==> config.mk <==
export PLATFORM = sky130hd
export DESIGN_NAME = div_iter_flat
export DESIGN_NICKNAME = d
export VERILOG_FILES = /design/src/rtl/div_iter_if.sv /design/src/rtl/div_iter.sv /design/src/flat_wrapper.sv
export SDC_FILE = /design/constraint.sdc
export NUM_CORES = 1
export LEC_CHECK = 0
export BUFFER_PORTS_ARGS = -buffer_cell sky130_fd_sc_hd__buf_2
export CORE_MARGIN = 3
export CORE_UTILIZATION = 54
export CTS_BUF_LIST = sky130_fd_sc_hd__clkbuf_16
export DETAILED_ROUTE_END_ITERATION = 12
export PLACE_DENSITY = 0.85
export SYNTH_ARGS = -nofsm -noshare
export SYNTH_HDL_FRONTEND = slang
export SYNTH_SLANG_ARGS = --single-unit
==> constraint.sdc <==
create_clock -name clk -period 4.4 [get_ports clk]
set_input_delay 0.66 -clock clk [delete_from_list [all_inputs] [get_ports clk]]
set_output_delay 0.66 -clock clk [all_outputs]
set_load 0.005 [all_outputs]
==> src/rtl/div_iter_if.sv <==
// Request/response bundle between a pipeline and the iterative divider.
// The master issues operands; the slave (divider) returns stall, results and the zero-divisor flag.
interface div_iter_if #(
    parameter int WIDTH = 32
);
    logic             start_i;
    logic             annul_i;
    logic             signed_i;
    logic [WIDTH-1:0] opa_i;
    logic [WIDTH-1:0] opb_i;
    logic             busy_o;
    logic             ready_o;
    logic [WIDTH-1:0] quot_o;
    logic [WIDTH-1:0] rem_o;
    logic             dbz_o;

    modport master (
        output start_i, annul_i, signed_i, opa_i, opb_i,
        input  busy_o, ready_o, quot_o, rem_o, dbz_o
    );

    modport slave (
        input  start_i, annul_i, signed_i, opa_i, opb_i,
        output busy_o, ready_o, quot_o, rem_o, dbz_o
    );
endinterface

==> src/rtl/div_iter.sv <==
// Iterative restoring radix-2 divider (DIV/DIVU): one quotient bit per cycle on magnitudes,
// sign fix-up on the way into DONE, divide-by-zero answered in a single cycle.
module div_iter #(
    parameter int WIDTH     = 32,
    parameter bit SIGNED_EN = 1'b1
) (
    input logic       clk,
    input logic       rst,
    div_iter_if.slave bus
);
    localparam int                CNT_W    = $clog2(WIDTH);
    localparam logic [CNT_W-1:0]  LAST_CNT = CNT_W'(WIDTH - 1);
    localparam logic [CNT_W-1:0]  CNT_ONE  = {{(CNT_W-1){1'b0}}, 1'b1};
    localparam logic [WIDTH-1:0]  ALL_ONES = {WIDTH{1'b1}};
    localparam logic [WIDTH-1:0]  ZERO_W   = {WIDTH{1'b0}};

    typedef enum logic [1:0] {
        IDLE = 2'd0,
        CALC = 2'd1,
        DONE = 2'd2
    } state_t;

    state_t           state_r;
    logic [CNT_W-1:0] count_r;
    logic [WIDTH-1:0] part_r;      // partial remainder
    logic [WIDTH-1:0] quo_r;       // dividend shifting out, quotient shifting in
    logic [WIDTH-1:0] div_r;       // divisor magnitude
    logic             qsign_r;
    logic             rsign_r;
    logic [WIDTH-1:0] quot_r;
    logic [WIDTH-1:0] rem_r;
    logic             dbz_r;
    logic             ready_r;

    logic             signed_op_s;
    logic             accept_s;
    logic [WIDTH:0]   shifted_s;
    logic [WIDTH:0]   diff_s;
    logic [WIDTH-1:0] part_next_s;
    logic [WIDTH-1:0] quo_next_s;

    function automatic logic [WIDTH-1:0] cond_neg(input logic [WIDTH-1:0] val,
                                                  input logic           neg);
        logic [WIDTH-1:0] res;
        if (neg) begin
            res = ~val + {{(WIDTH-1){1'b0}}, 1'b1};
        end else begin
            res = val;
        end
        return res;
    endfunction

    assign signed_op_s = SIGNED_EN && bus.signed_i;
    assign accept_s    = bus.start_i && !bus.annul_i;

    // One restoring step: shift in the next dividend bit, keep the difference if it did not borrow.
    always_comb begin
        shifted_s = {part_r, quo_r[WIDTH-1]};
        diff_s    = shifted_s - {1'b0, div_r};
        if (diff_s[WIDTH] == 1'b0) begin
            part_next_s = diff_s[WIDTH-1:0];
            quo_next_s  = {quo_r[WIDTH-2:0], 1'b1};
        end else begin
            part_next_s = shifted_s[WIDTH-1:0];
            quo_next_s  = {quo_r[WIDTH-2:0], 1'b0};
        end
    end

    // Sequencer, datapath registers and registered result outputs.
    always_ff @(posedge clk or negedge rst) begin
        if (!rst) begin
            state_r <= IDLE;
            count_r <= {CNT_W{1'b0}};
            part_r  <= ZERO_W;
            quo_r   <= ZERO_W;
            div_r   <= ZERO_W;
            qsign_r <= 1'b0;
            rsign_r <= 1'b0;
            quot_r  <= ZERO_W;
            rem_r   <= ZERO_W;
            dbz_r   <= 1'b0;
            ready_r <= 1'b0;
        end else if (bus.annul_i) begin
            // Flush: drop whatever is in flight, leave the last results visible.
            state_r <= IDLE;
            ready_r <= 1'b0;
        end else begin
            case (state_r)
                IDLE: begin
                    ready_r <= 1'b0;
                    if (accept_s) begin
                        if (bus.opb_i == ZERO_W) begin
                            state_r <= DONE;
                            quot_r  <= ALL_ONES;
                            rem_r   <= bus.opa_i;
                            dbz_r   <= 1'b1;
                            ready_r <= 1'b1;
                        end else begin
                            state_r <= CALC;
                            count_r <= {CNT_W{1'b0}};
                            part_r  <= ZERO_W;
                            quo_r   <= cond_neg(bus.opa_i, signed_op_s && bus.opa_i[WIDTH-1]);
                            div_r   <= cond_neg(bus.opb_i, signed_op_s && bus.opb_i[WIDTH-1]);
                            qsign_r <= signed_op_s && (bus.opa_i[WIDTH-1] ^ bus.opb_i[WIDTH-1]);
                            rsign_r <= signed_op_s && bus.opa_i[WIDTH-1];
                        end
                    end else begin
                        state_r <= IDLE;
                    end
                end
                CALC: begin
                    part_r <= part_next_s;
                    quo_r  <= quo_next_s;
                    if (count_r == LAST_CNT) begin
                        state_r <= DONE;
                        quot_r  <= cond_neg(quo_next_s, qsign_r);
                        rem_r   <= cond_neg(part_next_s, rsign_r);
                        dbz_r   <= 1'b0;
                        ready_r <= 1'b1;
                    end else begin
                        count_r <= count_r + CNT_ONE;
                    end
                end
                DONE: begin
                    state_r <= IDLE;
                    ready_r <= 1'b0;
                end
                default: begin
                    state_r <= IDLE;
                    ready_r <= 1'b0;
                end
            endcase
        end
    end

    // Stall is combinational so the requesting instruction holds in its own cycle.
    assign bus.busy_o  = (state_r == CALC) || ((state_r == IDLE) && accept_s);
    assign bus.ready_o = ready_r;
    assign bus.quot_o  = quot_r;
    assign bus.rem_o   = rem_r;
    assign bus.dbz_o   = dbz_r;
endmodule

==> src/flat_wrapper.sv <==
// flat-port wrapper written by rule: the top's interface ports become plain ports
module div_iter_flat 
#(
    parameter int WIDTH     = 32,
    parameter bit SIGNED_EN = 1'b1
)
  (clk, rst, bus_start_i, bus_annul_i, bus_signed_i, bus_opa_i, bus_opb_i, bus_busy_o, bus_ready_o, bus_quot_o, bus_rem_o, bus_dbz_o);
  div_iter_if #(.WIDTH(WIDTH)) bus_i ();
  input logic clk;
  input logic rst;
  input wire logic [$bits(bus_i.start_i)-1:0] bus_start_i;
  input wire logic [$bits(bus_i.annul_i)-1:0] bus_annul_i;
  input wire logic [$bits(bus_i.signed_i)-1:0] bus_signed_i;
  input wire logic [$bits(bus_i.opa_i)-1:0] bus_opa_i;
  input wire logic [$bits(bus_i.opb_i)-1:0] bus_opb_i;
  output wire logic [$bits(bus_i.busy_o)-1:0] bus_busy_o;
  output wire logic [$bits(bus_i.ready_o)-1:0] bus_ready_o;
  output wire logic [$bits(bus_i.quot_o)-1:0] bus_quot_o;
  output wire logic [$bits(bus_i.rem_o)-1:0] bus_rem_o;
  output wire logic [$bits(bus_i.dbz_o)-1:0] bus_dbz_o;
  assign bus_i.start_i = bus_start_i;
  assign bus_i.annul_i = bus_annul_i;
  assign bus_i.signed_i = bus_signed_i;
  assign bus_i.opa_i = bus_opa_i;
  assign bus_i.opb_i = bus_opb_i;
  assign bus_busy_o = bus_i.busy_o;
  assign bus_ready_o = bus_i.ready_o;
  assign bus_quot_o = bus_i.quot_o;
  assign bus_rem_o = bus_i.rem_o;
  assign bus_dbz_o = bus_i.dbz_o;
  div_iter #(.WIDTH(WIDTH), .SIGNED_EN(SIGNED_EN)) u_core (.clk(clk), .rst(rst), .bus(bus_i));
endmodule
Word level (Yosys, flattened, before mapping)
Cells that the tools add are included.

Flip-flop bits (word level): 171. Latch bits: 0. Memory bits (writable): 0. ROM bits: 0. Input bits: 69. Output and inout bits: 67. Logic and storage cells: 84. Memories kept: 0.

Add/subtract/negate cells: 6. $mul: 0. Div/mod/pow operators: 0. Order comparisons: 0. Equality and inequality tests: 8. Shift-type cells: 0. Multiplexer cells: 38. Bitwise gates (word level): 7. Reductions and logical operators: 14.

Operators by type and width (count): 32-bit 2-to-1 mux (15); 32-bit case mux with 2 select lines (4); 32-bit by 1-bit adder with 32-bit output, second input constant (4); 32-bit NOT (4); 33-bit by 32-bit subtractor with 33-bit output (1); 32-bit zero test (1); 5-bit 2-to-1 mux (3); 5-bit case mux with 2 select lines (1); 5-bit AND reduction (2); 1-bit 2-to-1 mux (8); 2-bit 2-to-1 mux (4); 4-bit AND reduction (2); 2-bit by 1-bit inequality test with 1-bit output, second input constant (3); 5-bit by 1-bit adder with 5-bit output, second input constant (1); 5-bit == test, second input constant (1); 1-bit logical AND (5); 2-bit inequality test, second input constant (2); 1-bit case mux with 2 select lines (2); 2-bit case mux with 2 select lines (1); 3-bit by 2-bit inequality test with 1-bit output, second input constant (1); 2-bit by 1-bit == test with 1-bit output, second input constant (1); 2-bit zero test (1); 1-bit NOT (2); 2-bit nonzero test (1); 3 further kinds (3).

Longest topological paths before layout
Word-level depth: 7. Mapped depth: 23. Depth with buffers taken out: 22.

Worst setup path before layout
Ideal clock, no wire load.

Path type: reg-to-reg. Start: register u_core.quo_r[31]. End: register u_core.rem_r[22], in the netlist u_core.bus.rem_o[22]. Library setup time: 127 ps. Arrival time: 4605 ps. Required time: 4273 ps. Path slack: -332 ps. Stages on the path, launching flop included: 24. Buffers on the path: 2. Clock period less this slack: 4732 ps. Path through: dfrtp_1 -> inv_1 -> ha_1 -> inv_1 -> fa_1 -> nand3_1 -> a21oi_1 -> o21ai_0 -> a211oi_1 -> o21a_1 -> nor2_1 -> inv_2 -> buf_1 -> buf_1 -> a21oi_1 -> ha_1 -> o2111ai_1 -> a2111o_1 -> or3_1 -> nor2_1 -> a31oi_1 -> o31ai_1 -> mux2i_1 -> nand3_1.

Cells in the longest elaborated chain, start to end: 7.

RTL lines: start: declaration (RTL line div_iter.sv:26) `logic [WIDTH-1:0] quo_r;`; start signal: assignment (RTL line div_iter.sv:102) `quo_r <= cond_neg(bus.opa_i, signed_op_s && bus.opa_i[WIDTH-1]);`; start signal: assignment (RTL line div_iter.sv:113) `quo_r <= quo_next_s;`; 33-bit by 32-bit subtractor with 33-bit output (RTL line div_iter.sv:59) `diff_s = shifted_s - {1'b0, div_r};`; 32-bit 2-to-1 mux (*) (RTL line div_iter.sv:60) `if (diff_s[WIDTH] == 1'b0) begin`; 32-bit NOT (RTL line div_iter.sv:46) `res = ~val + {{(WIDTH-1){1'b0}}, 1'b1};`; 32-bit by 1-bit adder with 32-bit output (RTL line div_iter.sv:46); 32-bit 2-to-1 mux (*) (RTL line div_iter.sv:45) `if (neg) begin`; 32-bit 2-to-1 mux (*) (RTL line div_iter.sv:114) `if (count_r == LAST_CNT) begin`; 32-bit case mux with 2 select lines (*) (RTL line div_iter.sv:88) `case (state_r)`; end signal: assignment (RTL line div_iter.sv:95) `rem_r <= bus.opa_i;`; end signal: assignment (RTL line div_iter.sv:117) `rem_r <= cond_neg(part_next_s, rsign_r);`; end: declaration (RTL line div_iter.sv:31) `logic [WIDTH-1:0] rem_r;`.

Mark *: on every way between the ends. The rest lies on a longest branch, timed or not. The select of a mux whose other input is x is not followed. A chain may end at the register's enable or synchronous reset.

Final worst setup path
Start: register u_core.part_r[10]. End: register u_core.rem_r[30], in the netlist u_core.bus.rem_o[30].

Cells in the longest elaborated chain, start to end: 7.

RTL lines: start: declaration (RTL line div_iter.sv:25) `logic [WIDTH-1:0] part_r;`; start signal: assignment (RTL line div_iter.sv:112) `part_r <= part_next_s;`; 33-bit by 32-bit subtractor with 33-bit output (RTL line div_iter.sv:59); 32-bit 2-to-1 mux (*) (RTL line div_iter.sv:60); 32-bit NOT (RTL line div_iter.sv:46); 32-bit by 1-bit adder with 32-bit output (RTL line div_iter.sv:46); 32-bit 2-to-1 mux (*) (RTL line div_iter.sv:45); 32-bit 2-to-1 mux (*) (RTL line div_iter.sv:114); 32-bit case mux with 2 select lines (*) (RTL line div_iter.sv:88).

Marked as above.

==> summary.txt <==
Place
  – Placed cell area: 13400 um^2
  – Port bufs: 135
  – Placer Congestion: 0.970
  – Post-DP HPWL: around 26000 um

Power
  – Reg power frac: 0.372
  – Pwr dens: 345 nW/um^2
  – Max VDD drop: approximately 0.21 mV
  – Sw Ratio: 0.382
  – Int Power: 3.11 mW
  – Leak Pwr: 6.60 nW
  – Switch Pwr: 1.92 mW
  – Clock power share: 0.318
  – Logic pwr share: 0.311

Synthesis
  – Mapped cell area: 12200 um^2
  – Synth area leader: dfrtp_1
  – Cells after synthesis: 1536
  – Cell variety after synth: 67
  – Most area-consuming cells after synthesis: dfrtp_1 35%, a21oi_1 7.1%, o21ai_0 6.4%
  – Seq/Total Area, Yosys: 0.349
  – Yosys warning count: 0
  – Number of flops mapped to enable cells by yosys: 0
  – Average cell area after synthesis: between 7 and 8 um^2
  – Syn nets: 1644
  – Yosys reg bits: 170
  – Dominant synthesized flop cell: dfrtp_1
  – Async S/R FF share, synth: 1.00
  – Yosys top cell area share: 0.349

Outcome
  – Outcome: complete, but fails checks
  – Failing checks: setup timing

Detailed routing
  – ANT nets after route: 0
  – Initial detailed-routing violation count: 1267
  – DRC Markers: 0
  – WL/cell: 18.7 um
  – DR vias/cell: 6.24
  – Via count: 12294
  – Detailed-router iteration count before antenna repair: 6
  – WL final: 37000 um

Critical path
  – Worst R2R Setup Slack: -110 ps
  – Worst path bufs/invs: 1
  – Worst reg-to-reg path cell count: 18
  – Data required, critical path: 4720 ps
  – Critical-path cell list: ha_1 -> nand4_1 -> o21ai_2 -> o21ai_2 -> a211oi_4 -> o21a_1 -> nor2_4 -> inv_4 -> mux2i_4 -> ha_2 -> o2111ai_2 -> a2111o_1 -> or3_4 -> nor4_4 -> o22ai_2 -> o21ai_1 -> xor2_1 -> o22ai_1
  – Startpoint Class: register
  – Crit path largest cell delay: roughly 430 ps
  – Family with the most delay on the worst path: compound AO/OA/AOI/OAI gates
  – R2R Path Start: u_core.part_r[10]
  – Crit path max fanout: 6
  – Critical path endpoint category: register
  – Critical R2R Capture: u_core.bus.rem_o[30]
  – Worst EP arrival: between 4000 and 5000 ps
  – CP Launch Point: u_core.part_r[10]
  – CP most frequent cell: o21ai_2
  – Setup Crit Path Kind: reg -> reg
  – Slowest CP cell: a2111o_1

Final layout
  – Layout cells sized above 1: 0.194
  – Most frequent cells in the layout: 170 x nand2_1, 168 x a21oi_1, 166 x dfrtp_1
  – Nets@finish: around 1800
  – Synth-to-Final Area Change: 19.5%
  – Most common cell after layout, fill and taps aside: nand2_1
  – Finished Cell Area: 14600 um^2
  – Post-layout util: 0.661

Die
  – Chip Width: 156 um
  – Core Rows: 54
  – Die ar.: 24400 um^2
  – Initial Util: 0.553
  – Core area: around 22000 um^2
  – Die Y: between 150 and 200 um
  – Top Ports: 136

Timing
  – Highest clock rate: 0.222 GHz
  – Slew @ Worst Pin: 1060 ps
  – Setup TNS: -119 ps
  – Min Hold Slack: 355 ps
  – Hold Fails Final Rpt: 0
  – Finish-stage setup viols: 2
  – Max_slew headroom: 0.295
  – Tmin final: 4510 ps
  – Clk_skew: 12.2 ps
  – Fin. max-slew vios: 0
  – Setup slack after layout: -108 ps
  – Unrepaired setup endpoints after global routing: true
  – Period utilisation layout: 1.02

Global route
  – Initial antenna violation count: 1
  – Grt ovf: 0
  – Gr usage total: 0.288
  – Number of global-route vias before repair: ~11000
  – Global-route wire length before repair: 57000 um
  – Largest net degree at the start of global routing: 109

Clock tree
  – CTS buffer count: 17
  – Clock-pin slew on the worst setup and hold paths: approximately 80 ps
  – Clock root buffer: clkbuf_16
  – Depth of the CTS H-tree: 4
  – Clk sinks: 170
  – Clock Path Buffers: 2
  – CTS tree: yes
  – Clk Latency, worst-skew pair: 450 ps

Run
  – Max-cap viol count: 0

Hold path
  – HP Class: in -> async
worst max path at each step:
| stage | to | slack (ps) | depth (start not counted) |
|---|---|---|---|
| floorplan | u_core.bus.rem_o[30] | 30 | 21 |
| global placement | u_core.bus.rem_o[30] | 60 | 18 |
| detailed placement | u_core.bus.rem_o[30] | -110 | 18 |
| CTS | u_core.bus.rem_o[22] | 20 | 21 |
| global route | u_core.bus.rem_o[30] | -310 | 19 |
| finish | u_core.bus.rem_o[30] | -110 | 18 |
power groups by stage:
stage / clock network [mW] / registers, mW / logic [mW]
4_1_cts: 1.61 / 1.86 / 1.41
5_1_grt: 1.67 / 1.89 / 1.72
6_report: 1.60 / 1.87 / 1.56
2_1_floorplan: 0 / 1.83 / 0.987
3_3_place_gp: 0 / 1.88 / 1.36
3_5_place_dp: 0 / 1.89 / 1.39
flip-flops by register name (all words and copies together) (netlist names):
register,flops
u_core.state_r,2
u_core.rsign_r,1
u_core.quo_r,32
u_core.div_r,32
u_core.bus.quot_o,32
u_core.part_r,32
u_core.qsign_r,1
u_core.bus.dbz_o,1
u_core.count_r,5
u_core.bus.rem_o,32
layout make-up:
class,instances,area (um^2)
clock buffer,17,425
antenna,2,5.00
tap,280,350
fill,1753,7460
inverter,57,216
clock inverter,15,211
multi-input combinational,1221,7810
sequential,170,4260
timing repair buffer,209,1290
per-layer routing:
layer / share of wire / track usage / vias to the layer above
li1: - / - / 5772
met4: 0.042 / 0.119 / 0
met2: 0.48 / 0.478 / 536
met5: 0 / 0 / -
met3: 0.068 / 0.0510 / 125
met1: 0.41 / 0.373 / 5861
cell usage after synthesis (all sizes together) (5+ instances only):
master  instances
and3           18
a311oi          5
nand4          13
nand3          23
inv            57
nor2b           6
o41ai          10
nand2         173
a21oi         174
and2            7
o31ai          25
xnor2          62
buf            23
a21o           18
mux2i          31
a211oi         18
dfrtp         170
or3            21
clkbuf         65
nor2          163
a31oi          29
or2             7
nor4           19
or4            10
ha             38
nand2b         10
o31a            5
o22a           16
nor3           36
o21ai         161
o21bai          6
xor2           66
what timing repair did:
action	in CTS	in global routing
endpoints found under the hold margin	0	0
hold buffers	0	0
gates resized for setup	10	69
setup endpoints to repair	6	17
setup buffers	3	15
gates cloned	0	0
pin swaps	4	28
metrics by stage:
| stage | instances | total power, mW | setup WS (ps) |
|---|---|---|---|
| final | 1971 | 5.03 | -108 |
| after global routing | 1970 | 5.27 | -314 |
| after CTS | 1954 | 4.88 | 22.0 |
| after detailed placement | 1919 | 3.27 | -114 |
| after global placement | 1919 | 3.23 | 64.1 |
| after floorplan | 1536 | 2.81 | 30.3 |
cells by family after synthesis:
family / synth area share
AO/OA/AOI/OAI: 0.247
XOR/XNOR: 0.0920
adder cells (fa/ha/maj): 0.0407
buffers and inverters: 0.0462
flip-flops: 0.349
multiplexers: 0.0292
AND/OR/NAND/NOR: 0.196
No activity file was read; power rests on OpenSTA's default activity.
